[config.mk]
export PLATFORM = sky130hd
export DESIGN_NAME = dcache_controller_flat
export DESIGN_NICKNAME = d
export VERILOG_FILES = /design/src/rtl/dcache_controller_pkg.sv /design/src/rtl/dcache_controller_if.sv /design/src/rtl/dcache_controller.sv /design/src/flat_wrapper.sv
export SDC_FILE = /design/constraint.sdc
export NUM_CORES = 1
export LEC_CHECK = 0
export ABC_CLOCK_PERIOD_IN_PS = 5400
export CAP_MARGIN = 30
export CORE_AREA = 3 3 112 114
export CTS_BUF_LIST = sky130_fd_sc_hd__clkbuf_16
export CTS_CLUSTER_SIZE = 40
export DETAILED_ROUTE_END_ITERATION = 12
export DIE_AREA = 0 0 115 117
export GPL_ROUTABILITY_DRIVEN = 0
export GPL_TIMING_DRIVEN = 0
export PLACE_DENSITY = 0.72
export SLEW_MARGIN = 15
export SYNTH_ARGS = -nofsm -noshare
export SYNTH_HDL_FRONTEND = slang
export SYNTH_SLANG_ARGS = --single-unit
export TNS_END_PERCENT = 100
[constraint.sdc]
create_clock -name clk -period 5.4 [get_ports clk]
set_input_delay 1.08 -clock clk [delete_from_list [all_inputs] [get_ports clk]]
set_output_delay 1.08 -clock clk [all_outputs]
set_load 0.05 [all_outputs]
[src/rtl/dcache_controller_pkg.sv]
// Shared types and default geometry for the data cache sequencing controller.
package dcache_ctrl_pkg;

   localparam int DC_SIZE       = 256;
   localparam int DC_INDEX_BITS = 8;

   typedef enum logic [2:0] {
      DC_IDLE       = 3'd0,
      DC_WRITEBACK  = 3'd1,
      DC_ALLOCATE   = 3'd2,
      DC_FLUSH_SCAN = 3'd3,
      DC_FLUSH_WB   = 3'd4,
      DC_FLUSH_DONE = 3'd5
   } dc_state_e;

endpackage

[src/rtl/dcache_controller_if.sv]
// Request/acknowledge handshake between the data cache controller and the bus/memory side.
interface dcache_controller_if;

   logic dcache2mem_req_o;
   logic dcache2mem_wr_o;
   logic mem2dcache_ack_i;

   modport master (
      output dcache2mem_req_o,
      output dcache2mem_wr_o,
      input  mem2dcache_ack_i
   );

   modport slave (
      input  dcache2mem_req_o,
      input  dcache2mem_wr_o,
      output mem2dcache_ack_i
   );

endinterface

[src/rtl/dcache_controller.sv]
// Miss/flush sequencer: turns CPU misses into writeback + allocate bus handshakes and
// walks the dirty vector on flush, writing back each dirty line in ascending index order.
module dcache_controller
   import dcache_ctrl_pkg::*;
#(
   parameter int SIZE       = DC_SIZE,
   parameter int INDEX_BITS = DC_INDEX_BITS
) (
   input  logic                  clk,
   input  logic                  reset,
   input  logic                  read_en,
   input  logic                  write_en,
   input  logic [INDEX_BITS-1:0] req_index_i,
   input  logic                  cache_hit_i,
   input  logic                  cache_evict_req_i,
   input  logic                  cache_flush_i,
   input  logic [SIZE-1:0]       dirty_vector,
   dcache_controller_if.master   bus,
   output logic                  cache_line_wr_o,
   output logic                  cache_wrb_req_o,
   output logic                  cache_line_clean_o,
   output logic [INDEX_BITS-1:0] evict_index_o,
   output logic                  cpu_stall_o,
   output logic                  flush_done_o
);

   localparam logic [INDEX_BITS-1:0] LAST_IDX = INDEX_BITS'(SIZE - 1);
   localparam logic [INDEX_BITS-1:0] IDX_ZERO = INDEX_BITS'(0);
   localparam logic [INDEX_BITS-1:0] IDX_ONE  = INDEX_BITS'(1);

   dc_state_e             r_state;
   dc_state_e             w_next_state;
   logic [INDEX_BITS-1:0] r_flush_idx;
   logic [INDEX_BITS-1:0] w_next_idx;
   logic                  w_req;
   logic                  w_wr;
   logic                  w_wrb;
   logic                  w_line_wr;
   logic                  w_clean;
   logic                  w_stall;
   logic                  w_done;
   logic [INDEX_BITS-1:0] w_evict_idx;
   logic                  w_cpu_req;

   assign w_cpu_req = read_en | write_en;

   // State and flush index register.
   always_ff @(posedge clk) begin
      if (reset) begin
         r_state     <= DC_IDLE;
         r_flush_idx <= IDX_ZERO;
      end else begin
         r_state     <= w_next_state;
         r_flush_idx <= w_next_idx;
      end
   end

   // Next-state and output decode; bus outputs depend on state only, line pulses also on ack.
   always_comb begin
      w_next_state = r_state;
      w_next_idx   = r_flush_idx;
      w_req        = 1'b0;
      w_wr         = 1'b0;
      w_wrb        = 1'b0;
      w_line_wr    = 1'b0;
      w_clean      = 1'b0;
      w_stall      = 1'b1;
      w_done       = 1'b0;
      w_evict_idx  = r_flush_idx;
      case (r_state)
         DC_IDLE: begin
            w_evict_idx = req_index_i;
            if (cache_flush_i) begin
               w_next_state = DC_FLUSH_SCAN;
               w_next_idx   = IDX_ZERO;
            end else if (w_cpu_req && !cache_hit_i) begin
               w_next_state = cache_evict_req_i ? DC_WRITEBACK : DC_ALLOCATE;
            end else begin
               w_stall = 1'b0;
            end
         end
         DC_WRITEBACK: begin
            w_evict_idx = req_index_i;
            w_req       = 1'b1;
            w_wr        = 1'b1;
            w_wrb       = 1'b1;
            if (bus.mem2dcache_ack_i) begin
               w_clean      = 1'b1;
               w_next_state = DC_ALLOCATE;
            end else begin
               w_next_state = DC_WRITEBACK;
            end
         end
         DC_ALLOCATE: begin
            w_evict_idx = req_index_i;
            w_req       = 1'b1;
            if (bus.mem2dcache_ack_i) begin
               w_line_wr    = 1'b1;
               w_next_state = DC_IDLE;
            end else begin
               w_next_state = DC_ALLOCATE;
            end
         end
         DC_FLUSH_SCAN: begin
            if (dirty_vector[r_flush_idx]) begin
               w_next_state = DC_FLUSH_WB;
            end else if (r_flush_idx == LAST_IDX) begin
               w_next_state = DC_FLUSH_DONE;
            end else begin
               w_next_idx = r_flush_idx + IDX_ONE;
            end
         end
         DC_FLUSH_WB: begin
            w_req = 1'b1;
            w_wr  = 1'b1;
            w_wrb = 1'b1;
            // Terminate on the last index rather than counter wrap; SIZE may be below 2**INDEX_BITS.
            if (bus.mem2dcache_ack_i) begin
               w_clean = 1'b1;
               if (r_flush_idx == LAST_IDX) begin
                  w_next_state = DC_FLUSH_DONE;
               end else begin
                  w_next_idx   = r_flush_idx + IDX_ONE;
                  w_next_state = DC_FLUSH_SCAN;
               end
            end else begin
               w_next_state = DC_FLUSH_WB;
            end
         end
         DC_FLUSH_DONE: begin
            w_done       = 1'b1;
            w_next_state = DC_IDLE;
         end
         default: begin
            w_next_state = DC_IDLE;
            w_next_idx   = IDX_ZERO;
         end
      endcase
   end

   assign bus.dcache2mem_req_o = w_req;
   assign bus.dcache2mem_wr_o  = w_wr;
   assign cache_wrb_req_o      = w_wrb;
   assign cache_line_wr_o      = w_line_wr;
   assign cache_line_clean_o   = w_clean;
   assign evict_index_o        = w_evict_idx;
   assign cpu_stall_o          = w_stall;
   assign flush_done_o         = w_done;

endmodule
[src/flat_wrapper.sv]
// flat-port wrapper written by rule: the top's interface ports become plain ports
module dcache_controller_flat import dcache_ctrl_pkg::*;
#(
   parameter int SIZE       = DC_SIZE,
   parameter int INDEX_BITS = DC_INDEX_BITS
)
  (clk, reset, read_en, write_en, req_index_i, cache_hit_i, cache_evict_req_i, cache_flush_i, dirty_vector, cache_line_wr_o, cache_wrb_req_o, cache_line_clean_o, evict_index_o, cpu_stall_o, flush_done_o, bus_dcache2mem_req_o, bus_dcache2mem_wr_o, bus_mem2dcache_ack_i);
  dcache_controller_if bus_i ();
  input  logic clk;
  input  logic reset;
  input  logic read_en;
  input  logic write_en;
  input  logic [INDEX_BITS-1:0] req_index_i;
  input  logic cache_hit_i;
  input  logic cache_evict_req_i;
  input  logic cache_flush_i;
  input  logic [SIZE-1:0] dirty_vector;
  output logic cache_line_wr_o;
  output logic cache_wrb_req_o;
  output logic cache_line_clean_o;
  output logic [INDEX_BITS-1:0] evict_index_o;
  output logic cpu_stall_o;
  output logic flush_done_o;
  output wire logic [$bits(bus_i.dcache2mem_req_o)-1:0] bus_dcache2mem_req_o;
  output wire logic [$bits(bus_i.dcache2mem_wr_o)-1:0] bus_dcache2mem_wr_o;
  input wire logic [$bits(bus_i.mem2dcache_ack_i)-1:0] bus_mem2dcache_ack_i;
  assign bus_dcache2mem_req_o = bus_i.dcache2mem_req_o;
  assign bus_dcache2mem_wr_o = bus_i.dcache2mem_wr_o;
  assign bus_i.mem2dcache_ack_i = bus_mem2dcache_ack_i;
  dcache_controller #(.SIZE(SIZE), .INDEX_BITS(INDEX_BITS)) u_core (.clk(clk), .reset(reset), .read_en(read_en), .write_en(write_en), .req_index_i(req_index_i), .cache_hit_i(cache_hit_i), .cache_evict_req_i(cache_evict_req_i), .cache_flush_i(cache_flush_i), .dirty_vector(dirty_vector), .bus(bus_i), .cache_line_wr_o(cache_line_wr_o), .cache_wrb_req_o(cache_wrb_req_o), .cache_line_clean_o(cache_line_clean_o), .evict_index_o(evict_index_o), .cpu_stall_o(cpu_stall_o), .flush_done_o(flush_done_o));
endmodule
==> out/metrics.cfg, run 1 <==
[status]
outcome=completed

[die]
initial_core_util=0.2763
die_y_microns=117
die-area_sq_um=13460
rows=39
fp.dieW_microns=115
ioPinCount=287
coreArea_sq_um=11520

[sta]
final-setup-viol-count=0
drv_slew=0
slew_headroom=0.4178
fmax_mhz=255.3
finalSetupTns_ns=0
fin_crit_sh=0.7255
worst_pin_slew_ns=0.8733
fin_skew_ns=0.003894
rsz0062_at_grt=false
period_minus_slack_ns=3.918
finalHoldViolations=0

[logic_synthesis]
yosys.area.top_type=mux4_2
synthCells=348
syn_area_sq_um=3182
ys_ff_latch=11
async_flop_share=0
synthTopCellsByArea=mux4_2 (21%), mux2i_1 (18%), mux4_1 (8.3%), dfxtp_1 (6.9%), a22oi_1 (6.1%)
yosys_warnings=0
synth-edff-count=0
synthFlopType=dfxtp_1
syn_nets=621
synth_area_per_cell_sq_um=9.143
synth_top_area_share=0.2053
ys_types=56
seq_area_frac_synth=0.06921

[critical_path]
path_max_fanout=3
path_buf_inv=3
required_ns=4.32
slowest_delay_ns=0.71
reg2reg_slack_ns=2.15
endpoint_kind=output pin
worstPathCellList=clkdlybuf4s50_1 > nor2_1 > nor2_1 > nor4_1 > inv_1 > clkdlybuf4s50_1
worstSetupStartpointType=input port
cp_slowest_cell=clkdlybuf4s50_1
crit_type=input port to output pin
cp_top_family=buffers and inverters
arrival_ns=2.84

[pwr]
switching_share=0.3297
p_int_mw=0.4708
p_total_mw=0.7024
p_leak_nw=2.108
switching_power_mw=0.2316
power_frac_seq=0.127
power.density_nw_per_um2=111.4
combPwrFrac=0.680
p_clk_frac=0.193
ir_drop_uv=94.23

[clock_tree]
clock-sinks=11
clk_latency_ns=0.24
hold_buffers=0
cts.path.max_buffers=2
tritoncts=yes
clkSlewWorstSetupHoldPaths_ns=0.04
postCtsSetupRepairBufs=0
htreeDepth=1
cts_buffers=3
cts_root_buf=clkbuf_16
cts_resized=0

[grt]
grt.overflow.total=0
grt_pass1_wl_microns=23600
gr-usage-all-layers=0.2271
grt_pass1_vias=4491
grt_max_degree=11
antenna_found_initial=0

[route]
drt-pass1-iter-count=4
routed_wirelength_microns=16220
vias=4226
wire_per_inst_microns=20.77
drc=0
viasPerCell=5.411
drtIter0Drc=264
antenna_left=0

[final_layout]
area_delta_synth_final_pct=98.07
final_common_cell=clkdlybuf4s50_1
layout_common_cells=clkdlybuf4s50_1 (286), mux2i_1 (56), nand2_1 (31)
nets=912
drive_gt1_frac=0.1082
fillers=1087
num_antenna_cells=0

[placed_design]
dp_hpwl_microns=14080
port_buffers=286

[hold_path]
hold_path.class=flop to flop

[flow_run]
cap_violations=0

[stage by stage]
| stage | setup slack [ns] | area, sq um | hold slack, ns | utilization | instances |
|---|---|---|---|---|---|
| after CTS | 1.421 | 6302 | 0.6930 | 0.5473 | 781 |
| after global placement | 1.444 | 6223 | 0.6821 | 0.5404 | 777 |
| after global routing | 1.272 | 6302 | 0.7066 | 0.5473 | 781 |
| after floorplan | 2.236 | 3182 | 0.5966 | - | 348 |
| after detailed placement | 1.413 | 6223 | 0.6867 | 0.5404 | 777 |
| final | 1.482 | 6302 | 0.7062 | 0.5473 | 781 |
[cells by family after synthesis]
family	count (synthesis)	synth area share
AO/OA/AOI/OAI	85	0.1856
buffers and inverters	36	0.07274
multiplexers	102	0.4888
flip-flops	11	0.06921
XOR/XNOR	2	0.005506
adder cells (fa/ha/maj)	1	0.003932
AND/OR/NAND/NOR	111	0.1742
[power groups by stage]
stage,Clock (mW),Combinational (mW),Sequential (mW)
floorplan,0,0.212,0.0897
global placement,0,0.471,0.0902
detailed placement,0,0.478,0.0906
CTS,0.137,0.479,0.0891
global route,0.143,0.506,0.0893
finish,0.136,0.477,0.0894
[tightest hold or removal path: cells and delay by family (launching register included)]
kind | cells | cell delay, ns
buf+inv | 1 | 0.18
flops | 1 | 0.30
compound gates | 2 | 0.16
[cell usage after synthesis, types with 4 or more instances]
master	number
a21oi_1	13
a22oi_1	26
a31oi_1	4
and2_1	4
buf_2	7
buf_4	7
buf_6	5
clkbuf_1	11
dfxtp_1	11
mux2_2	7
mux2i_1	56
mux4_1	10
mux4_2	29
nand2_1	31
nand3_1	14
nor2_1	23
nor2b_1	11
nor3_1	5
o21ai_0	16
[layout make-up]
type / instances / area (sq um) / share of cell area
tap: 143 / 178.9 / 0.02839
buffer: 33 / 220.2 / 0.03494
clock inverter: 1 / 3.754 / 0.0005956
multi-input combinational: 301 / 2730 / 0.4332
clock buffer: 3 / 75.07 / 0.01191
sequential: 11 / 220.2 / 0.03494
inverter: 3 / 11.26 / 0.001787
timing repair buffer: 286 / 2863 / 0.4542
[state kept, by name (all words and copies together), names as in the netlist]
register            cells
u_core.r_flush_idx      8
u_core.r_state          3
[path summary, 6_finish.rpt]
check                                           start               endpoint  cells past startpoint
worst min-delay path            u_core.r_flush_idx[5]  u_core.r_flush_idx[5]                      3
worst max register to register  u_core.r_flush_idx[2]  u_core.r_flush_idx[2]                     15
worst min register to register  u_core.r_flush_idx[5]  u_core.r_flush_idx[5]                      3
worst max-delay path                         write_en            cpu_stall_o                      6
[routing by layer]
layer  vias up  GRT usage  share of wire
li1       1981          -              -
met1      1979     0.2525           0.37
met2       245     0.4402           0.52
met3        21    0.04267          0.089
met4         0    0.06103          0.020
met5         -          0              0
(Power assumes the default switching activity.)
==> run 2: changes to the inputs <==
--- a/config.mk
+++ b/config.mk
@@ -5,16 +5,16 @@
 export SDC_FILE = /design/constraint.sdc
 export NUM_CORES = 1
 export LEC_CHECK = 0
-export ABC_CLOCK_PERIOD_IN_PS = 5400
+export ABC_CLOCK_PERIOD_IN_PS = 4000
 export CAP_MARGIN = 30
-export CORE_AREA = 3 3 112 114
+export CORE_AREA = 3 3 110 112
 export CTS_BUF_LIST = sky130_fd_sc_hd__clkbuf_16
 export CTS_CLUSTER_SIZE = 40
 export DETAILED_ROUTE_END_ITERATION = 12
-export DIE_AREA = 0 0 115 117
+export DIE_AREA = 0 0 113 115
 export GPL_ROUTABILITY_DRIVEN = 0
 export GPL_TIMING_DRIVEN = 0
-export PLACE_DENSITY = 0.72
+export PLACE_DENSITY = 0.74
 export SLEW_MARGIN = 15
 export SYNTH_ARGS = -nofsm -noshare
 export SYNTH_HDL_FRONTEND = slang
==> constraint.sdc (replaced) <==
create_clock -name clk -period 4 [get_ports clk]
set_input_delay 0.8 -clock clk [delete_from_list [all_inputs] [get_ports clk]]
set_output_delay 0.8 -clock clk [all_outputs]
set_load 0.05 [all_outputs]
==> out/metrics.cfg, run 2 (synthesis results as in run 1) <==
[route]
antenna_left=0
drtIter0Drc=272
drt-pass1-iter-count=4
vias=4225
wire_per_inst_microns=20.65
viasPerCell=5.410
drc=0
routed_wirelength_microns=16130

[clock_tree]
postCtsSetupRepairBufs=0
cts_resized=0
htreeDepth=1
cts_root_buf=clkbuf_16
hold_buffers=0
clock-sinks=11
tritoncts=yes
clk_latency_ns=0.24
clkSlewWorstSetupHoldPaths_ns=0.04
cts.path.max_buffers=2
cts_buffers=3

[pwr]
power.density_nw_per_um2=150.1
p_leak_nw=2.108
p_clk_frac=0.194
p_total_mw=0.9459
switching_share=0.3280
p_int_mw=0.6357
switching_power_mw=0.3102
ir_drop_uv=145.6
combPwrFrac=0.678
power_frac_seq=0.127

[sta]
fmax_mhz=290.9
slew_headroom=0.4596
period_minus_slack_ns=3.438
drv_slew=0
finalHoldViolations=0
fin_crit_sh=0.8595
worst_pin_slew_ns=0.8107
final-setup-viol-count=0
fin_skew_ns=0.002730
setup_slack_ns=0.5620
finalSetupTns_ns=0
rsz0062_at_grt=false

[hold_path]
hp-start=u_core.r_flush_idx[5]
hold_end=u_core.r_flush_idx[5]
hold_path.class=flop to flop
holdPathStages=3

[critical_path]
endpoint_kind=output pin
reg2reg_slack_ns=0.77
path_common_cell=buf_4
crit_type=flop to output pin
cp_slowest_cell=clkdlybuf4s50_1
worstPathCellList=buf_4 > buf_4 > buf_6 > buf_2 > mux2_2 > clkdlybuf4s50_1
arrival_ns=2.64
worstSetupStartpointType=flop
required_ns=3.20
worstRegToRegCells=15
slowest_delay_ns=0.79
worst_r2r_startpoint=u_core.r_flush_idx[2]
path_max_fanout=10
r2r_end=u_core.r_flush_idx[2]

[die]
initial_core_util=0.2811
die-area_sq_um=13000
ioPinCount=287
coreArea_sq_um=11320
die_y_microns=115
rows=39
fp.dieW_microns=113

[grt]
antenna_found_initial=0
grt_max_degree=11
gr-usage-all-layers=0.2379
grt_pass1_vias=4621
grt.overflow.total=0
grt_pass1_wl_microns=24420

[placed_design]
dp_hpwl_microns=14010
dp.cells=777
place_ws_ns=0.3578
port_buffers=286

[final_layout]
layout_common_cells=clkdlybuf4s50_1 (286), mux2i_1 (56), nand2_1 (31)
max_flop_register=u_core.r_flush_idx
num_antenna_cells=0
top_regs=u_core.r_flush_idx x8, u_core.r_state x3
area_delta_synth_final_pct=98.07
nets=912
stdcell_count=781
final_common_cell=clkdlybuf4s50_1
largest_reg_flops=8
drive_gt1_frac=0.1082

[status]
outcome=completed

[flow_run]
cap_violations=0

-- run 2: cell counts in the layout (fill, tap and decap cells not counted) --
Identical to the previous run, type by type.
-- run 2: stage by stage --
stage	area, sq um	util	hold slack (ns)
floorplan	3182	-	0.5966
global placement	6223	0.5497	0.6940
detailed placement	6223	0.5497	0.6950
CTS	6302	0.5567	0.7003
global route	6302	0.5567	0.7818
finish	6302	0.5567	0.7078
-- run 2: how the worst max path moves through the flow --
stage	startpoint	to	cells after the start	slack (ns)
after floorplan	dirty_vector[11]	u_core.r_flush_idx[0]	10	1.12
after global placement	dirty_vector[14]	u_core.r_flush_idx[2]	12	0.41
after detailed placement	dirty_vector[11]	u_core.r_flush_idx[1]	11	0.36
after CTS	u_core.r_state[1]	evict_index_o[4]	4	0.55
after global routing	u_core.r_state[1]	evict_index_o[4]	4	0.33
final	u_core.r_flush_idx[2]	evict_index_o[2]	6	0.56
-- run 2: cell type report --
type                            count  area (sq um)
Buffer                             33         220.2
Clock buffer                        3         75.07
Clock inverter                      1         3.754
Fill cell                        1050          5019
Inverter                            3         11.26
Multi-Input combinational cell    301          2730
Sequential cell                    11         220.2
Tap cell                          143         178.9
Timing Repair Buffer              286          2863
-- run 2: power by group through the flow --
stage	Combinational (mW)	Sequential (mW)	Clock, mW
2_1_floorplan	0.286	0.121	0
3_3_place_gp	0.632	0.122	0
3_5_place_dp	0.642	0.122	0
4_1_cts	0.644	0.120	0.184
5_1_grt	0.683	0.122	0.192
6_report	0.641	0.121	0.184
-- run 2: worst max-delay path: cells and delay by family (launching register included) --
kind	cells	cell delay (ns)
buf+inv	5	1.78
mux	1	0.22
flops	1	0.38
-- run 2: layer usage --
layer	GRT usage	wire, microns
met4	0.05449	323
met5	0	0
met3	0.04421	1237
met1	0.2648	5963
met2	0.4660	8602
